**src/rtl/auto_pkg.sv**
```systemverilog
// Shared encodings for the autonomous-drive controller: phase codes, drive
// direction one-hots (same bit order as the obstacle detector) and the mode code.
package auto_pkg;

    localparam logic [1:0] PH_WAIT   = 2'b00;
    localparam logic [1:0] PH_TURN   = 2'b01;
    localparam logic [1:0] PH_MOVE   = 2'b10;
    localparam logic [1:0] PH_DECIDE = 2'b11;

    localparam logic [3:0] DIR_NONE = 4'b0000;
    localparam logic [3:0] DIR_F    = 4'b0001;
    localparam logic [3:0] DIR_B    = 4'b0010;
    localparam logic [3:0] DIR_L    = 4'b0100;
    localparam logic [3:0] DIR_R    = 4'b1000;

    localparam logic [1:0] AUTO_MODE = 2'b11;

endpackage

```
**src/rtl/auto_pilot_debounce.sv**
```systemverilog
// Four-way obstacle detector debouncer: det follows the raw flags only after
// DEB_CYCLES consecutive identical registered samples that differ from det.
module detector_debounce #(
    parameter int DEB_CYCLES = 16
) (
    input  logic       sys_clk,
    input  logic       rst,
    input  logic [3:0] raw,
    output logic [3:0] det
);

    localparam int CW = (DEB_CYCLES > 1) ? $clog2(DEB_CYCLES + 1) : 1;
    localparam logic [CW-1:0] RUN_LAST = (DEB_CYCLES > 1) ? CW'(DEB_CYCLES - 1) : '0;

    logic [3:0]    smp;
    logic [3:0]    cand;
    logic [CW-1:0] run;

    // cand always tracks the previous sample, so run is the length of the
    // current streak of a value that differs from det.
    always_ff @(posedge sys_clk) begin
        if (!rst) begin
            smp  <= '1;
            cand <= '1;
            det  <= '1;
            run  <= '0;
        end else begin
            smp <= raw;
            if (smp == det) begin
                cand <= det;
                run  <= '0;
            end else if (smp != cand) begin
                cand <= smp;
                run  <= CW'(1);
                if (DEB_CYCLES <= 1) begin
                    det <= smp;
                end
            end else if (run >= RUN_LAST) begin
                det <= smp;
                run <= '0;
            end else begin
                run <= run + CW'(1);
            end
        end
    end

endmodule

```
**src/rtl/auto_pilot.sv**
```systemverilog
// Autonomous maze-drive controller: debounced wall sensing, wall-follow
// direction choice and tick-timed WAIT/DECIDE/TURN/MOVE sequencing with beacons.
module auto_pilot
    import auto_pkg::*;
#(
    parameter int TICK_DIV   = 2_000_000,
    parameter int WAIT_TICKS = 1,
    parameter int TURN_TICKS = 5,
    parameter int MOVE_TICKS = 3,
    parameter int DEB_CYCLES = 16,
    parameter int BCNT_W     = 4
) (
    input  logic              sys_clk,
    input  logic              rst,
    input  logic              power,
    input  logic [1:0]        global_state,
    input  logic              hand_mode,
    input  logic [3:0]        turn_detector,
    output logic [1:0]        next_state,
    output logic [3:0]        next_moving_state,
    output logic              pl_beacon_sig,
    output logic              de_beacon_sig,
    output logic [BCNT_W-1:0] beacon_cnt
);

    localparam int DIV_W = (TICK_DIV > 1) ? $clog2(TICK_DIV) : 1;
    localparam int MAX_T0 = (WAIT_TICKS > MOVE_TICKS) ? WAIT_TICKS : MOVE_TICKS;
    localparam int MAX_T  = (MAX_T0 > 2 * TURN_TICKS) ? MAX_T0 : 2 * TURN_TICKS;
    localparam int TCW = $clog2(MAX_T + 1);

    localparam logic [DIV_W-1:0] DIV_LAST   = DIV_W'(TICK_DIV - 1);
    localparam logic [TCW-1:0]   WAIT_LAST  = TCW'(WAIT_TICKS - 1);
    localparam logic [TCW-1:0]   TURN_LAST  = TCW'(TURN_TICKS - 1);
    localparam logic [TCW-1:0]   UTURN_LAST = TCW'(2 * TURN_TICKS - 1);
    localparam logic [TCW-1:0]   MOVE_LAST  = TCW'(MOVE_TICKS - 1);

    logic              en;
    logic [3:0]        det;
    logic [3:0]        open;
    logic [3:0]        sel;
    logic              fork_pt;
    logic              dead_end;
    logic [1:0]        phase;
    logic [3:0]        mov;
    logic [3:0]        choice;
    logic              pl;
    logic              de;
    logic [BCNT_W-1:0] bcnt;
    logic [DIV_W-1:0]  div;
    logic [TCW-1:0]    tcnt;
    logic [TCW-1:0]    cur_last;
    logic              tick;
    logic              phase_done;

    detector_debounce #(
        .DEB_CYCLES(DEB_CYCLES)
    ) u_deb (
        .sys_clk(sys_clk),
        .rst    (rst),
        .raw    (turn_detector),
        .det    (det)
    );

    assign en = power && (global_state == AUTO_MODE);

    always_comb begin
        open = ~det;
        sel  = DIR_NONE;
        if (hand_mode) begin
            if (open[2])      sel = DIR_L;
            else if (open[0]) sel = DIR_F;
            else if (open[3]) sel = DIR_R;
            else if (open[1]) sel = DIR_B;
        end else begin
            if (open[3])      sel = DIR_R;
            else if (open[0]) sel = DIR_F;
            else if (open[2]) sel = DIR_L;
            else if (open[1]) sel = DIR_B;
        end
        fork_pt  = (open[0] & open[2]) | (open[0] & open[3]) | (open[2] & open[3]);
        dead_end = (open == DIR_B);
    end

    always_comb begin
        case (phase)
            PH_WAIT: cur_last = WAIT_LAST;
            PH_TURN: cur_last = (choice == DIR_B) ? UTURN_LAST : TURN_LAST;
            default: cur_last = MOVE_LAST;
        endcase
    end

    assign tick       = (div == DIV_LAST);
    assign phase_done = tick && (tcnt == cur_last);

    // The decision is taken on the edge that enters DECIDE so the beacon
    // pulses line up with the single cycle next_state reads DECIDE.
    always_ff @(posedge sys_clk) begin
        if (!rst) begin
            phase  <= PH_WAIT;
            mov    <= DIR_NONE;
            choice <= DIR_NONE;
            pl     <= 1'b0;
            de     <= 1'b0;
            bcnt   <= '0;
            div    <= '0;
            tcnt   <= '0;
        end else if (!en) begin
            phase <= PH_WAIT;
            mov   <= DIR_NONE;
            pl    <= 1'b0;
            de    <= 1'b0;
            div   <= '0;
            tcnt  <= '0;
        end else begin
            pl <= 1'b0;
            de <= 1'b0;
            if (phase == PH_DECIDE) begin
                div  <= '0;
                tcnt <= '0;
                if (choice == DIR_NONE) begin
                    phase <= PH_WAIT;
                    mov   <= DIR_NONE;
                end else if (choice == DIR_F) begin
                    phase <= PH_MOVE;
                    mov   <= DIR_F;
                end else begin
                    phase <= PH_TURN;
                    mov   <= choice;
                end
            end else if (phase_done) begin
                div  <= '0;
                tcnt <= '0;
                case (phase)
                    PH_WAIT: begin
                        phase  <= PH_DECIDE;
                        mov    <= DIR_NONE;
                        choice <= sel;
                        pl     <= fork_pt;
                        de     <= dead_end;
                        if (fork_pt && (bcnt != '1)) begin
                            bcnt <= bcnt + BCNT_W'(1);
                        end
                    end
                    PH_TURN: begin
                        phase <= PH_MOVE;
                        mov   <= DIR_F;
                    end
                    default: begin
                        phase <= PH_WAIT;
                        mov   <= DIR_NONE;
                    end
                endcase
            end else begin
                div <= tick ? '0 : div + DIV_W'(1);
                if (tick) begin
                    tcnt <= tcnt + TCW'(1);
                end
            end
        end
    end

    assign next_state        = phase;
    assign next_moving_state = mov;
    assign pl_beacon_sig     = pl;
    assign de_beacon_sig     = de;
    assign beacon_cnt        = bcnt;

endmodule

```
**config.mk**
```make
export PLATFORM = sky130hd
export DESIGN_NAME = auto_pilot
export DESIGN_NICKNAME = d
export VERILOG_FILES = /design/src/rtl/auto_pkg.sv /design/src/rtl/auto_pilot_debounce.sv /design/src/rtl/auto_pilot.sv
export SDC_FILE = /design/constraint.sdc
export NUM_CORES = 1
export LEC_CHECK = 0
export CORE_MARGIN = 2
export CORE_UTILIZATION = 54
export CTS_BUF_LIST = sky130_fd_sc_hd__clkbuf_16
export DETAILED_ROUTE_END_ITERATION = 8
export GPL_TIMING_DRIVEN = 0
export PLACE_DENSITY_LB_ADDON = 0.12
export SYNTH_ARGS = -nofsm -noshare
export SYNTH_HDL_FRONTEND = slang
export SYNTH_SLANG_ARGS = --single-unit
```
**constraint.sdc**
```tcl
create_clock -name sys_clk -period 2.8 [get_ports sys_clk]
set_clock_uncertainty 0.15 [all_clocks]
set_input_delay 0.42 -clock sys_clk [delete_from_list [all_inputs] [get_ports sys_clk]]
set_output_delay 0.42 -clock sys_clk [all_outputs]
set_load 0.005 [all_outputs]
```
Yosys cells after proc, flatten, opt, wreduce, memory -nomap -nowiden

Cells that the tools add are included.

Input port bits: 10
Word-level logic and storage cells: 82
Memories kept: 0
Bits in latches: 0
Bits in read-only memories: 0
RAM bits: 0
Register bits after elaboration: 58
Output and inout port bits: 12

Bitwise operators: 13
Add/sub/neg operators: 4
Equality and inequality tests: 11
Shift operators: 0
Multiplexer cells: 24
$lt $le $gt $ge: 1
Multiply operators: 0
Divide/modulo/power cells: 0
Reduce and logical (&&, ||, !) cells: 16

Operators by type and width:

| cell                    | count |
|---|---|
| $mux W4                 | 14 |
| $add A21 B1 Y21 const B | 1 |
| $eq A21 B21 Y1 const B  | 1 |
| $mux W2                 | 5 |
| $reduce_or A5 Y1        | 2 |
| $add A4 B1 Y4 const B   | 2 |
| $eq A4 B2 Y1 const B    | 2 |
| $eq A4 B4 Y1            | 2 |
| $pmux W4 S2             | 1 |
| $reduce_or A4 Y1        | 2 |
| $not A1 Y1              | 7 |
| $add A5 B1 Y5 const B   | 1 |
| $ge A5 B4 Y1 const B    | 1 |
| $reduce_and A5 Y1       | 1 |
| $eq A2 B2 Y1 const B    | 2 |
| $eq A4 B1 Y1 const B    | 1 |
| $logic_not A4 Y1        | 1 |
| $ne A4 B4 Y1            | 1 |
| $ne A4 B4 Y1 const B    | 1 |
| $not A4 Y4              | 1 |
| $pmux W2 S2             | 1 |
| $reduce_and A4 Y1       | 1 |
| $reduce_bool A2 Y1      | 2 |
| $and A1 B1 Y1           | 3 |
| other kinds (8)         | 13 |

Logic depth before layout (Yosys ltp)

Word-level depth: 7
Gate-level depth with buffers: 8

Modules after synthesis

Synthesis repeated with hierarchy kept, for this count alone.

Cells, all modules: 274
Area total of the unflattened synthesis: 2572.5 µm²

Modules (own cells, without submodules):

| module            | area an instance (µm²) | instances | cells each |
|---|---|---|---|
| auto_pilot        | 1871.8                 | 1         | 212 |
| detector_debounce | 700.7                  | 1         | 62 |

Worst setup path after synthesis

Ideal clock, no wire load.

Kind: flip-flop to flip-flop
Start point: register phase[0], in the netlist next_state[0]
End point: register phase[1], in the netlist next_state[1]
Arrival: 1.634 ns
Setup slack: 0.896 ns
Stages on the path, launching flop included: 8
Data required time: 2.530 ns
Path through: dfxtp_1 buf_6 nor2b_1 and4_1 o32ai_2 buf_4 nor3_1 o31a_1

Word-level cells in the longest chain between the ends: 5
Elaborated cells between the ends (all ways): 10

Ends and longest elaborated chain:

| item                                             | RTL line                            | source |
|---|---|---|
| from (decl)                                      | auto_pilot.sv:43                    | `logic [1:0] phase;` |
| from (signal assigned)                           | auto_pilot.sv:99                    | `phase <= PH_WAIT;` |
| from (signal assigned)                           | auto_pilot.sv:108                   | `phase <= PH_WAIT;` |
| from (signal assigned)                           | auto_pilot.sv:121                   | `phase <= PH_WAIT;` |
| $eq A2 B1 Y1 or $logic_not A2 Y1 (tied branches) | auto_pilot.sv:85, auto_pilot.sv:133 |  |
| $pmux W4 S2                                      | auto_pilot.sv:85                    | `case (phase)` |
| $eq A4 B4 Y1                                     | auto_pilot.sv:93                    | `assign phase_done = tick && (tcnt == cur_last);` |
| $logic_and A1 B1 Y1                              | auto_pilot.sv:93                    |  |
| $reduce_bool A2 Y1 (no line)                     | n/a                                 |  |

Parallel ways exist; a longest one is shown, timed or not. The select of a mux whose other input is x is not followed.
A chain may end at the register's enable or synchronous reset.

Worst setup path after layout

Start point: register div[0]
End point: register bcnt[3], in the netlist beacon_cnt[3]

Word-level cells in the longest chain between the ends: 3

Ends and longest elaborated chain:

| item                        | RTL line          | source |
|---|---|---|
| from (decl)                 | auto_pilot.sv:49  | `logic [DIV_W-1:0] div;` |
| from (signal assigned)      | auto_pilot.sv:154 | `div <= tick ? '0 : div + DIV_W'(1);` |
| $eq A21 B21 Y1              | auto_pilot.sv:92  | `assign tick = (div == DIV_LAST);` |
| $logic_and A1 B1 Y1         | auto_pilot.sv:93  |  |
| $reduce_and A5 Y1 (no line) | n/a               |  |
| to (signal assigned)        | auto_pilot.sv:141 | `bcnt <= bcnt + BCNT_W'(1);` |
| to (decl)                   | auto_pilot.sv:48  | `logic [BCNT_W-1:0] bcnt;` |

No other way between the ends.

==> results.json <==
{
  "status": "completed",
  "cts_tree": "yes",
  "syn_inst": 304,
  "start_util_pct": 56.6,
  "dr.pass1.iters": 4,
  "gr-total-overflow": 0,
  "core_area_um2": 4750,
  "cts_made_buffers": 9,
  "cpPeakStageDelay_ns": 0.37,
  "io_pins": 22,
  "synth_nets": 319,
  "yosys.area.top_type_share_pct": 43.1,
  "cp_max_fo": 10,
  "rsz0062_at_grt": "no",
  "synth_top_area_cell": "dfxtp_1",
  "area_growth_pct": 22.4,
  "synthTopCellsByCount": "dfxtp_1 (58), nor2_1 (33), nand2_1 (31)",
  "clkSinkCount": 58,
  "drt_iter0_drc": 164,
  "hold_class": "reg -> reg",
  "crit_arrival_ns": 2.44,
  "tightest_slew_ns": 0.661,
  "htree_levels": 3,
  "cp_top_family": "simple AND/OR/NAND/NOR gates",
  "final_hold_viol_count": 0,
  "fill_cells": 402,
  "grt_usage_pct": 21.9,
  "path_buf_inv": 1,
  "hpwl_um": 3710,
  "synth_edf_count": 0,
  "async_reset_ff_share_pct": 0,
  "path_class": "reg -> reg",
  "path_cells": "ha_1 > nand2_1 > nor2_1 > nand2_1 > clkbuf_1 > nor4_2 > mux2i_1",
  "power.leakage_nw": 1.17,
  "crit_top_cell": "nand2_1",
  "synthMuxAreaShare_pct": 3.35,
  "post_cts_resized": 0,
  "cts_max_path_buffers": 2,
  "slew_headroom_pct": 55.5,
  "setup_viol": 0,
  "post_cts_buffers": 0,
  "fp-row-count": 25,
  "yosysMostFrequentCell": "dfxtp_1",
  "worstPathRequired_ns": 2.90,
  "gp_congestion": 0.766,
  "period_share_pct": 83.9,
  "synth_top_family_by_area": "simple AND/OR/NAND/NOR gates",
  "seq_area_frac_synth_pct": 43.1,
  "fp.dieH_um": 74.6,
  "whs_ns": 0.310,
  "grt_pass1_vias": 2109,
  "drive_above_1_share_pct": 8.80,
  "drv_slew": 0,
  "synth_area_um2": 2690,
  "synthFlopType": "dfxtp_1",
  "ant_nets": 0,
  "avgSynthCellArea_um2": 8.86,
  "finalCriticalPeriod_ns": 2.35,
  "synth-adder-area-share_pct": 2.70,
  "antenna_found_initial": 0,
  "drv_cap": 0,
  "synth_compound_area_share_pct": 8.32,
  "pwr_density_cell_nw_per_um2": 609,
  "ir_drop_mv": 0.531,
  "nNetsFinal": 351,
  "hold_buffers": 0,
  "synthTopCellsByArea": "dfxtp_1 (43%), nor2_1 (4.6%), xnor2_1 (4.6%)",
  "final.setup.tns_ns": 0,
  "num_antenna_cells": 0,
  "synth-seq-cells": 58,
  "clk_pin_slew_ns": 0.05,
  "cts-root-buf": "clkbuf_16",
  "drc_errors": 0,
  "die_w_um": 74.6,
  "grt_start_max_net_pins": 11,
  "timing.fmax_ghz": 0.426,
  "synth_xor_area_share_pct": 8.78,
  "vias": 2226,
  "grt_pass1_wl_um": 9180,
  "yosys.area_share.simple_pct": 30.7,
  "drt-total-wl_um": 5290,
  "synthDistinctLibCells": 46,
  "dieArea_um2": 5570,
  "cp-start-kind": "flip-flop",
  "io_buffers": 21,
  "critPathCaptureType": "flip-flop",
  "yosysWarnings": 0,
  "wl_per_cell_um": 13.0,
  "clk-insertion-delay-late_ns": 0.32,
  "slowest_stage": "dfxtp_1",
  "via_per_inst": 5.46
}
[cell type report]
cell class | count | area (um^2) | area share [%]
tap | 67 | 83.8 | 2.54
clock buffer | 9 | 225 | 6.83
timing repair buffer | 21 | 210 | 6.38
multi-input combinational | 228 | 1450 | 44.0
buffer | 14 | 66.3 | 2.01
inverter | 4 | 15.0 | 0.455
sequential | 58 | 1160 | 35.2
clock inverter | 7 | 85.1 | 2.58
[sequential cells by signal, summed over array words and instances (netlist names)]
register,flops
u_deb.det,4
u_deb.run,5
next_moving_state,4
de_beacon_sig,1
tcnt,4
div,21
u_deb.cand,4
beacon_cnt,4
next_state,2
pl_beacon_sig,1
choice,4
u_deb.smp,4
[final timing paths]
kind	start	to	slack, ns	cells after the start
setup / recovery	div[0]	beacon_cnt[3]	0.45	7
hold / removal	next_moving_state[3]	next_moving_state[3]	0.31	2
setup reg to reg	div[0]	beacon_cnt[3]	0.45	7
hold reg to reg	next_moving_state[3]	next_moving_state[3]	0.31	2
[tightest hold or removal path, cell delays in order (launching register included)]
cell     delay, ns
dfxtp_1       0.30
nand3_1       0.06
o21ai_1       0.05
[cell families (layout without fill, tap and decap cells)]
logic type	count (synthesis)	after routing
AND/OR/NAND/NOR	152	152
multiplexers	9	9
AO/OA/AOI/OAI	34	34
adder cells (fa/ha/maj)	6	6
buffers and inverters	18	55
flip-flops	58	58
XOR/XNOR	27	27
[where the power goes]
group          leakage (nW)  switching [mW]  internal [mW]
Clock                 0.154           0.351          0.766
Combinational         0.548          0.0228         0.0244
Sequential            0.470         0.00700          0.835
Total                  1.17           0.381           1.63
[through the flow]
step / total power, mW / util [%] / std cells / cell area, um^2 / worst slack (ns)
2_1_floorplan: 0.884 / - / 304 / 2690 / 0.896
3_3_place_gp: 0.905 / 62.8 / 392 / 2990 / 0.304
3_5_place_dp: 0.906 / 62.8 / 392 / 2990 / 0.312
4_1_cts: 2.04 / 69.3 / 408 / 3300 / 0.438
6_report: 2.01 / 69.3 / 408 / 3300 / 0.451
5_1_grt: 2.08 / 69.3 / 408 / 3300 / 0.214
[routing by layer]
metal | track usage (%) | vias to the layer above | wire length, um | share of wire (%)
met3 | 7.50 | 8 | 215 | 4.1
met1 | 26.1 | 1033 | 2400 | 45
met2 | 36.3 | 47 | 2600 | 49
li1 | - | 1138 | - | -
met5 | 0 | - | 0 | 0
met4 | 9.33 | 0 | 75 | 1.4
[layout by cell type, fill, tap and decap left out, types with 2 or more instances in the layout]
cell             count
nand4b_1             2
o21ai_0              6
clkbuf_16            9
inv_1                5
nand4_1              6
nand2_1             31
clkdlybuf4s50_1     21
nor4_2               2
clkbuf_1            10
nor2b_1              2
clkinv_2             2
a31oi_1              2
o211ai_1             2
buf_2                2
or3_1                4
xor2_1              13
and4_1               4
or4_1                2
and2_1               2
nor4b_2              2
nor3_2               3
mux2i_1              9
and3_1               7
a21oi_1             12
bufinv_16            2
o21ai_1              3
dfxtp_1             58
nand2b_1            13
xnor2_1             14
o31ai_1              2
ha_1                 5
nor3_1               9
nand3_1             22
nor4_1               3
nor2_1              33
(Power assumes the default switching activity.)
